**src/rtl/if_id_stage.sv**
```systemverilog
// Fetch PC and IF/ID register with IRQ entry, branch redirect and load-use stall; registered outputs, 1-cycle latency.
// Backpressure: PC_IFWrite=0 freezes PC_if and IF/ID (except an IRQ take) and counts stall cycles.
module if_id_stage (
    input  logic        clk,
    input  logic        rst_n,
    input  logic        PC_IFWrite,
    input  logic        Branch_Taken,
    input  logic [31:0] Branch_Target,
    input  logic        IRQ,
    input  logic [31:0] Instr_in,
    output logic [31:0] PC_if,
    output logic        PC_31,
    output logic [31:0] PC_id,
    output logic        PC_id_31,
    output logic [31:0] Instr_id,
    output logic        Valid_id,
    output logic [31:0] Xp,
    output logic        Irq_ack,
    output logic [15:0] Stall_Count
);

    localparam logic [31:0] RESET_PC   = 32'h8000_0000;
    localparam logic [31:0] IRQ_VECTOR = 32'h8000_0004;
    localparam logic [31:0] NOP        = 32'h0000_0000;

    logic        irq_take;
    logic        do_branch;
    logic        do_stall;
    logic [31:0] pc_seq;

    // Interrupts are masked while either stage is in kernel space, so the
    // handler entry itself can never be re-interrupted.
    assign irq_take  = IRQ && !PC_if[31] && !PC_id[31];
    assign do_branch = Branch_Taken && PC_IFWrite;
    assign do_stall  = !PC_IFWrite;
    assign pc_seq    = {PC_if[31], PC_if[30:0] + 31'd4};

    assign PC_31    = PC_if[31];
    assign PC_id_31 = PC_id[31];

    always_ff @(posedge clk or negedge rst_n) begin
        if (!rst_n) begin
            PC_if       <= RESET_PC;
            PC_id       <= RESET_PC;
            Instr_id    <= NOP;
            Valid_id    <= 1'b0;
            Xp          <= 32'h0000_0000;
            Irq_ack     <= 1'b0;
            Stall_Count <= 16'h0000;
        end else begin
            Irq_ack <= irq_take;
            if (irq_take) begin
                PC_if    <= IRQ_VECTOR;
                PC_id    <= PC_if;
                Instr_id <= NOP;
                Valid_id <= 1'b0;
                Xp       <= Valid_id ? PC_id : PC_if;
            end else if (do_branch) begin
                PC_if    <= Branch_Target;
                PC_id    <= PC_if;
                Instr_id <= NOP;
                Valid_id <= 1'b0;
            end else if (do_stall) begin
                // A branch seen during a stall is dropped; ID re-resolves it.
                if (Stall_Count != 16'hFFFF) begin
                    Stall_Count <= Stall_Count + 16'd1;
                end
            end else begin
                PC_if    <= pc_seq;
                PC_id    <= PC_if;
                Instr_id <= Instr_in;
                Valid_id <= 1'b1;
            end
        end
    end

endmodule

```
**config.mk**
```make
export PLATFORM = sky130hd
export DESIGN_NAME = if_id_stage
export DESIGN_NICKNAME = d
export VERILOG_FILES = /design/src/rtl/if_id_stage.sv
export SDC_FILE = /design/constraint.sdc
export NUM_CORES = 1
export LEC_CHECK = 0
export BUFFER_PORTS_ARGS = -buffer_cell sky130_fd_sc_hd__buf_2
export CAP_MARGIN = 0
export CORE_ASPECT_RATIO = 0.6
export CORE_MARGIN = 2
export CORE_UTILIZATION = 50
export DETAILED_ROUTE_END_ITERATION = 10
export PLACE_DENSITY_LB_ADDON = 0.08
export SETUP_SLACK_MARGIN = 0.05
export SLEW_MARGIN = 20
export SYNTH_ARGS = -nofsm -noshare
export SYNTH_HDL_FRONTEND = slang
export SYNTH_SLANG_ARGS = --single-unit
export TNS_END_PERCENT = 5
```
**constraint.sdc**
```tcl
create_clock -name clk -period 4.1 [get_ports clk]
set_clock_uncertainty 0.2 [all_clocks]
set_input_delay 0.205 -clock clk [delete_from_list [all_inputs] [get_ports clk]]
set_output_delay 0.205 -clock clk [all_outputs]
set_load 0.02 [all_outputs]
```
==> impl_metrics.csv, run 1 <==
group,metric,value,unit
clocking,cts.sinks,146,
synth,yosys-top-cells-area,"dfrtp_1 54%, mux2i_1 5.2%, mux2_2 4.9%, a22o_1 4.2%, nand2_1 4.0%",
sta,tns,0,ps
sta,post-route-period-util,58.9,%
synth,synth_edf_count,0,
die,dieHeight,93.8,um
clocking,hold_buffers,65,
clocking,cts_tree,"done",
critical_path,max_stage_delay,500,ps
flow_run,cap_violations,0,
route,drt-pass1-iter-count,5,
clocking,post_cts_buffers,0,
synth,yosys_warnings,0,
route,drt-initial-drc-count,440,
clocking,numCtsBuffers,17,
die,ios,217,
final_layout,area_delta_synth_final,36.4,%
power,power_density,656,nW/um2
critical_path,crit_required,4230,ps
sta,finalHoldViolCount,0,
clocking,ctsLongestPathBuffers,2,
synth,synth_top_cell_area_share,53.6,%
clocking,insertion_delay,420,ps
route,ant_nets,0,
final_layout,final_nets,960,
sta,setup_viol_count_final,0,
grt,grt_pass1_vias,5849,
grt,antenna_found_initial,1,
power,peakVddDrop,0.385,mV
synth,async_flop_share,100,%
critical_path,critPathKind,"reg -> reg",
synth,yosysUniqueCellTypes,58,
final_layout,fill_cells,979,
sta,slew_headroom,29.5,%
final_layout,post_layout_nonfiller_instances,1073,
route,wl,19700,um
sta,finalWorstSetupSlack,1680,ps
final_layout,drive_above_1_share,33.5,%
sta,rsz0062_at_grt,"no",
placed_design,dp_cells,975,
critical_path,crit_family,"simple AND/OR/NAND/NOR gates",
clocking,htree_levels,4,
sta,slew_violations,0,
route,via_per_inst,5.67,
critical_path,worstSetupEndpointType,"flop",
hold_path,hold_class,"in -> reg",
route,drt-wirelength-per-cell,18.3,um
synth,synth.cell_area,6730,um2
synth,syn_area_per_cell,10.7,um2
grt,overflow,0,
grt,grt_pass1_wl,32000,um
synth,synthFlopType,"dfrtp_1",
placed_design,portBuffers,216,
critical_path,crit_fanout,9,
power,finalPower,6.02,mW
sta,fmax,414,MHz
run_status,status,"completed",
placed_design,dp_hpwl,12900,um
die,dieArea,14400,um2
synth,synth-seq-cells,146,
critical_path,crit_chain,"ha_1 -> nand2_1 -> nor4_4 -> nand3_2 -> or3_1 -> a31oi_1",
grt,grtUsageTotal,27.9,%
clocking,cts.repair.resized,0,
critical_path,crit_path_top_delay_cell,"nor4_4",
clocking,root_buffer,"clkbuf_16",
synth,synthCells,631,
die,start_util,51.9,%
placed_design,dp_slack,1490,ps
grt,grt_max_degree,96,
route,num_vias,6088,
critical_path,cp.buffers_inverters,0,
placed_design,place.gp.congestion,0.835,
final_layout,post-route-util,70.7,%
die,core_area,13000,um2
synth,ys_seq_area_share,54.4,%
sta,worstMarginPinSlew,1060,ps
critical_path,crit_arrival,2540,ps
sta,fin_crit,2420,ps
power,leakagePower,4.42,nW
critical_path,start_kind,"flop",
clocking,clkTransAtPathRegs,70,ps
synth,synth_fp_nets,702,
route,drc_errors,0,
die,fp.dieW,154,um
synth,yosysTopAreaCell,"dfrtp_1",
die,rows,32,
[worst register-to-register path: cells and delay by family, from the launching register on]
kind | cells | cell delay [ps]
DFF | 1 | 470
AOI/OAI and AO/OA | 1 | 160
adders and majority gates | 1 | 260
and+or+nand+nor | 4 | 1230
[metal layers]
layer	wire length [um]	share of wire [%]	global-route usage, %
met5	13	0.066	0
met4	97	0.49	6.19
met3	1400	7.1	5.67
met2	8790	45	41.4
met1	9380	48	42.2
[cells by family after synthesis]
group	synth area share, %
AO/OA/AOI/OAI	15.6
XOR/XNOR	1.82
adder cells (fa/ha/maj)	0.372
buffers and inverters	3.70
flip-flops	54.4
multiplexers	10.1
AND/OR/NAND/NOR	14.0
[synth_stat cells, drive strengths merged (4+ instances only)]
cell	n
inv	8
xnor2	11
nor2	29
buf	20
a31oi	17
nor4	9
and2	4
mux2	29
nand3	22
nand2	72
nand4	16
a21oi	22
and3	7
mux2i	35
a22oi	18
nor3	5
or3	4
a22o	32
o21ai	49
clkbuf	31
dfrtp	144
a221oi	4
or4	4
[sequential cells by signal (all words and copies together) (netlist names)]
name,count
PC_if,32
Instr_id,32
Stall_Count,16
Valid_id,1
Irq_ack,1
Xp,32
PC_id,32
[final timing paths]
kind / slack, ps / endpoint / cells past startpoint / startpoint
max reg2reg: 1680 / PC_if[28] / 6 / PC_if[2]
min reg2reg: 270 / Xp[11] / 2 / Xp[11]
min in group asynchronous: 220 / Xp[0] / 2 / rst_n
max in group asynchronous: 2470 / PC_if[31] / 3 / rst_n
min: 90 / PC_if[3] / 3 / PC_IFWrite
max: 1680 / PC_if[28] / 6 / PC_if[2]
[report_power, final]
part / internal (mW) / switching, mW
logic: 0.774 / 1.20
clock network: 1.01 / 0.643
registers: 1.88 / 0.515
[area by class of cell]
| type | instances | area (um2) | area share, % |
|---|---|---|---|
| clock buffer | 20 | 457 | 4.98 |
| multi-input combinational | 425 | 2840 | 30.9 |
| timing repair buffer | 290 | 1810 | 19.7 |
| antenna | 1 | 2.50 | 0.0273 |
| clock inverter | 12 | 170 | 1.85 |
| inverter | 9 | 33.8 | 0.368 |
| sequential | 146 | 3660 | 39.9 |
| tap | 170 | 213 | 2.32 |
[through the flow]
| step | hold WS [ps] | instance area [um2] |
|---|---|---|
| 6_report | 94.1 | 9180 |
| 3_5_place_dp | 152 | 7890 |
| 3_3_place_gp | 147 | 7890 |
| 4_1_cts | 72.4 | 9170 |
| 2_1_floorplan | -291 | 6730 |
| 5_1_grt | 111 | 9180 |
[placed cells by master (no fill, tap or decap), drive strengths merged, types with 2 or more instances in the layout]
| master | n |
|---|---|
| a21boi | 2 |
| a21o | 2 |
| a21oi | 22 |
| a221oi | 4 |
| a22o | 32 |
| a22oi | 18 |
| a31oi | 17 |
| and2 | 4 |
| and3 | 7 |
| and4 | 3 |
| buf | 225 |
| bufinv | 3 |
| clkbuf | 20 |
| clkinv | 4 |
| dfrtp | 144 |
| dfstp | 2 |
| dlygate4sd3 | 65 |
| ha | 2 |
| inv | 13 |
| mux2 | 29 |
| mux2i | 35 |
| nand2 | 72 |
| nand2b | 3 |
| nand3 | 22 |
| nand4 | 16 |
| nor2 | 29 |
| nor3 | 5 |
| nor4 | 9 |
| o211ai | 3 |
| o21ai | 49 |
| o22ai | 3 |
| or3 | 4 |
| or4 | 4 |
| xnor2 | 11 |
| xor2 | 3 |
No activity file was read; power rests on OpenSTA's default activity.
==> inputs of run 2 (changes only) <==
Clock period 4.1 ns to 2.3 ns, I/O delays scaled along.
==> run 2 against run 1 <==
Utilization up 1.9 points. Setup slack worse by 1600 ps. Critical endpoint is now PC_if[27]. Hold slack worse by 62 ps. Global-route usage up 0.80 points. Critical path type unchanged. Sequential power up 72%. Largest cell class unchanged.
==> impl_metrics.csv, run 2 (synthesized netlist as in run 1, its figures left out) <==
group,metric,value,unit
sta,setup_viol_count_final,0,
die,rows,32,
critical_path,start_kind,"flop",
critical_path,crit_required,2390,ps
grt,use_met1,41.7,%
power,peakVddDrop,0.752,mV
power,p_sw,4.32,mW
die,fp.dieW,154,um
placed_design,dp_cells,1005,
critical_path,reg2reg_depth,5,
clocking,insertion_delay,420,ps
power,pwr-share-comb,36.4,%
die,core_area,13000,um2
critical_path,cp.buffers_inverters,3,
sta,rsz0062_at_grt,"yes",
hold_path,hold_depth,4,
grt,grtUsageTotal,28.7,%
critical_path,crit_path_top_delay_cell,"or3b_2",
route,drt-wirelength-per-cell,18.5,um
route,wl,20400,um
route,drt-initial-drc-count,540,
die,start_util,51.9,%
sta,slew_headroom,50.7,%
clocking,clkTransAtPathRegs,60,ps
final_layout,ff_latch_area,3660,um2
run_status,status,"completed",
clocking,ctsLongestPathBuffers,2,
sta,worstMarginPinSlew,737,ps
power,power.internal,6.40,mW
final_layout,post-route-util,72.6,%
route,ant_nets,0,
clocking,cts_tree,"done",
final_layout,multi_input_area,2860,um2
power,finalPower,10.7,mW
clocking,htree_levels,4,
critical_path,worstSetupEndpointType,"flop",
critical_path,crit_chain,"or3b_2 -> inv_1 -> buf_4 -> buf_4 -> o22ai_1",
final_layout,final_nets,991,
clocking,cts.sinks,146,
critical_path,rr_startpoint,"PC_if[31]",
hold_path,whs_endpoint,"PC_if[30]",
placed_design,portBuffers,216,
grt,grt_pass1_wl,32500,um
power,power_density,1140,nW/um2
final_layout,area_delta_synth_final,40.1,%
sta,fin_crit,2200,ps
grt,overflow,0,
grt,busiest_layer,"met2",
sta,post-route-period-util,95.6,%
critical_path,crit_fanout,26,
power,swShare,40.3,%
flow_run,cap_violations,0,
critical_path,reg2reg_to,"PC_if[27]",
clocking,root_buffer,"clkbuf_16",
route,via_per_inst,5.76,
clocking,post_cts_buffers,0,
critical_path,cp.depth,5,
route,drt-pass1-iter-count,5,
critical_path,crit_arrival,2290,ps
route,num_vias,6349,
grt,antenna_found_initial,0,
final_layout,drive_above_1_share,36.1,%
critical_path,max_stage_delay,490,ps
power,pwr-share-seq,38.3,%
final_layout,fill_cells,962,
route,drc_errors,0,
final_layout,diodes,0,
placed_design,place.gp.congestion,0.858,
critical_path,cp_common_cell,"buf_4",
final_layout,final_common_cell,"buf_2",
final_layout,post_layout_nonfiller_instances,1103,
sta,finalHoldViolCount,0,
sta,slew_violations,0,
die,dieArea,14400,um2
sta,tns,0,ps
final_layout,final_cell_mix,"215 x buf_2, 143 x dfrtp_1, 72 x nand2_1",
grt,use_met3,6.37,%
critical_path,r2r_slack,100,ps
die,dieHeight,93.8,um
grt,grt_pass1_vias,6113,
hold_path,min_from,"PC_IFWrite",
grt,grt_max_degree,61,
critical_path,critPathKind,"reg -> reg",
clocking,numCtsBuffers,17,
power,pwr-share-clk,25.3,%
die,ios,217,
critical_path,crit_family,"buffers and inverters",
hold_path,hold_class,"in -> reg",
placed_design,dp_hpwl,13800,um
power,leakagePower,4.56,nW
sta,fmax,455,MHz
grt,met2_usage,43.5,%
## run 2: cell count changes in the layout (fill, tap and decap cells not counted), sizes merged
cell / delta
buf: +30
diode: -1
clkinv: -1
inv: +4
bufinv: -2
nor2: +1
clkinvlp: +2
clkbuf: -3
## run 2: routing by layer
layer | part of all wire [%] | routed length, um
met1 | 46 | 9350
met2 | 45 | 9220
met3 | 8.1 | 1650
met4 | 1.0 | 209
met5 | 0 | 0
## run 2: power by group through the flow
stage	clock [mW]	combinational (mW)	sequential [mW]
global placement	0	3.71	4.06
floorplan	0	1.44	4.93
global route	2.86	4.20	4.22
detailed placement	0	3.80	4.12
finish	2.71	3.90	4.10
CTS	2.75	3.90	4.08
## run 2: worst min-delay path, stage by stage
cell	delay, ps
buf_2	190
nand2b_1	100
nor4_1	40
nand3b_1	140
## run 2: stage by stage
step | setup slack [ps] | hold WS [ps] | cell area (um2)
after floorplan | 99.5 | -381 | 6730
after global placement | 0.725 | -65.7 | 8170
after detailed placement | -95.7 | -64.2 | 8170
after CTS | 36.8 | 15.3 | 9410
after global routing | 5.38 | 55.5 | 9420
final | 100 | 31.9 | 9420
## run 2: layout make-up
type                            count  share of cell area, %
Clock buffer                       17                   4.52
Inverter                            9                  0.359
Timing Repair Buffer              320                   22.1
Sequential cell                   146                   38.8
Tap cell                          170                   2.26
Clock inverter                     15                   1.55
Multi-Input combinational cell    426                   30.4
## run 2: timing repair
item	CTS	global route
endpoints found under the setup margin	61	13
endpoints found under the hold margin	210	0
gates resized for setup	3	3
hold buffers	65	0
gates cloned	1	0
## run 2: how the worst max path moves through the flow
stage                                 end       from  slack [ps]
after global routing            PC_if[25]   PC_if[4]           5
after global placement       Instr_id[31]  PC_if[31]         0.7
final                           PC_if[27]  PC_if[31]         100
after detailed placement     Instr_id[20]  PC_if[31]        -100
after floorplan                 PC_if[12]   PC_if[2]         100
after CTS                 Stall_Count[14]  PC_if[31]          40
==> inputs of run 3 (changes only) <==
Settings changed: CORE_ASPECT_RATIO 0.6 to unset, CORE_UTILIZATION 50 to 46.
Clock period 2.3 ns to 1.81 ns, I/O delays scaled along.
==> run 3 against run 2 <==
The run now ends with negative setup slack left. Design area rose by 8.2%. Hold slack got worse by 4.2 ps. Final cell count rose by 7.2%. Routed wire length fell by 1.7%. Power rose by 34%. Sequential share of layout area fell by 2.8 points. Clock-buffer cell count rose by 2. Die area rose by 8.2%. Flip-flop and latch count did not move. Clock power rose by 34%. Critical endpoint is now PC_id[8]. Highest routed layer unchanged.
==> impl_metrics.csv, run 3 (synthesized netlist as in run 1, its figures left out) <==
group,metric,value,unit
sta,slew_violations,0,
final_layout,diodes,0,
run_status,violations,"negative setup slack",
clocking,root_buffer,"clkbuf_16",
clocking,clkTransAtPathRegs,60,ps
hold_path,whs_endpoint,"PC_if[8]",
die,ios,217,
critical_path,critPathKind,"reg -> reg",
placed_design,dp_cells,1065,
route,via_per_inst,5.43,
hold_path,hold_class,"in -> reg",
clocking,cts.sinks,146,
critical_path,reg2reg_to,"PC_id[8]",
grt,overflow,0,
die,core_area,14400,um2
sta,fin_crit,1910,ps
final_layout,area_delta_synth_final,51.5,%
power,leakagePower,4.98,nW
route,drt-wirelength-per-cell,17.0,um
power,peakVddDrop,0.784,mV
clocking,numCtsBuffers,17,
sta,worstMarginPinSlew,708,ps
placed_design,dp_hpwl,13500,um
critical_path,r2r_slack,-100,ps
sta,fmax,522,MHz
route,wl,20100,um
sta,setup_viol_count_final,52,
final_layout,drive_above_1_share,43.1,%
clocking,htree_levels,4,
critical_path,crit_arrival,2010,ps
run_status,status,"finished, violations left",
grt,grtUsageTotal,25.7,%
route,drc_errors,0,
grt,grt_pass1_vias,6396,
critical_path,start_kind,"flop",
final_layout,post_layout_nonfiller_instances,1182,
grt,antenna_found_initial,0,
critical_path,crit_required,1910,ps
grt,grt_max_degree,44,
clocking,ctsLongestPathBuffers,2,
power,power_density,1410,nW/um2
final_layout,post-route-util,70.7,%
sta,timing.hold.ws,27.6,ps
placed_design,place.gp.congestion,0.947,
die,dieArea,15600,um2
final_layout,final_common_cell,"buf_2",
route,ant_nets,0,
final_layout,final_cell_mix,"215 x buf_2, 130 x dfrtp_1, 91 x buf_4",
hold_path,hold_depth,4,
die,dieHeight,125,um
sta,finalWorstSetupSlack,-104,ps
clocking,cts_tree,"done",
route,drt-initial-drc-count,316,
sta,rsz0062_at_grt,"yes",
sta,slew_headroom,52.7,%
grt,grt_pass1_wl,32300,um
placed_design,portBuffers,216,
sta,post-route-period-util,106,%
flow_run,cap_violations,0,
critical_path,worstSetupEndpointType,"flop",
sta,finalHoldViolCount,0,
die,fp.dieW,125,um
hold_path,min_from,"Branch_Taken",
critical_path,crit_fanout,21,
route,num_vias,6418,
die,start_util,46.6,%
critical_path,rr_startpoint,"PC_if[31]",
final_layout,final_nets,1056,
clocking,insertion_delay,420,ps
critical_path,reg2reg_depth,6,
route,drt-pass1-iter-count,5,
die,rows,44,
run 3: repair_timing:
item,in CTS,in global routing
pin swaps,5,36
resized for setup,6,29
buffers inserted,0,16
gates cloned,0,1
setup endpoints to repair,95,117
hold endpoints to repair,208,0
hold buffers,68,0
run 3: power breakdown:
group | internal (mW) | switching (mW) | total, mW | leakage (nW)
clock network | 2.24 | 1.39 | 3.64 | 0.303
logic | 2.36 | 3.29 | 5.65 | 2.85
registers | 4.28 | 0.766 | 5.05 | 1.82
total | 8.89 | 5.45 | 14.3 | 4.98
run 3: critical path, cell delays in order, from the launching register on:
cell	delay, ps
dfstp_2	540
or3b_4	160
inv_4	50
buf_6	120
nor2_4	140
buf_12	220
mux2_2	350
run 3: routing by layer:
layer | GRT usage [%] | vias up | routed length (um)
li1 | - | 3014 | -
met1 | 32.2 | 3134 | 8400
met2 | 44.5 | 241 | 10100
met3 | 5.58 | 29 | 1200
met4 | 8.43 | 0 | 367
met5 | 0 | - | 0
run 3: cell type report:
type                       instances  area (um2)
clock inverter                    13         158
fill                            1101        4230
tap                              184         230
timing repair buffer             386        2630
multi-input combinational        425        3010
sequential                       146        3670
inverter                           9        36.3
clock buffer                      19         453
run 3: through the flow:
stage	instance area, um2	setup TNS [ps]	power (mW)	setup slack, ps
after global placement	8630	-8600	10.2	-240
after global routing	10200	-7840	15.1	-187
after floorplan	6860	-6540	8.19	-191
after CTS	9950	-3230	14.2	-82.1
final	10200	-2820	14.3	-104
after detailed placement	8630	-12170	10.4	-339
run 3: worst max-delay path by stage:
stage / slack (ps) / to / start
after floorplan: -190 / PC_if[12] / PC_if[3]
after global placement: -240 / Instr_id[17] / PC_id[31]
after detailed placement: -340 / Instr_id[25] / PC_id[31]
after CTS: -80 / PC_if[12] / PC_if[3]
after global routing: -190 / PC_if[28] / PC_if[10]
final: -100 / PC_id[8] / PC_if[31]
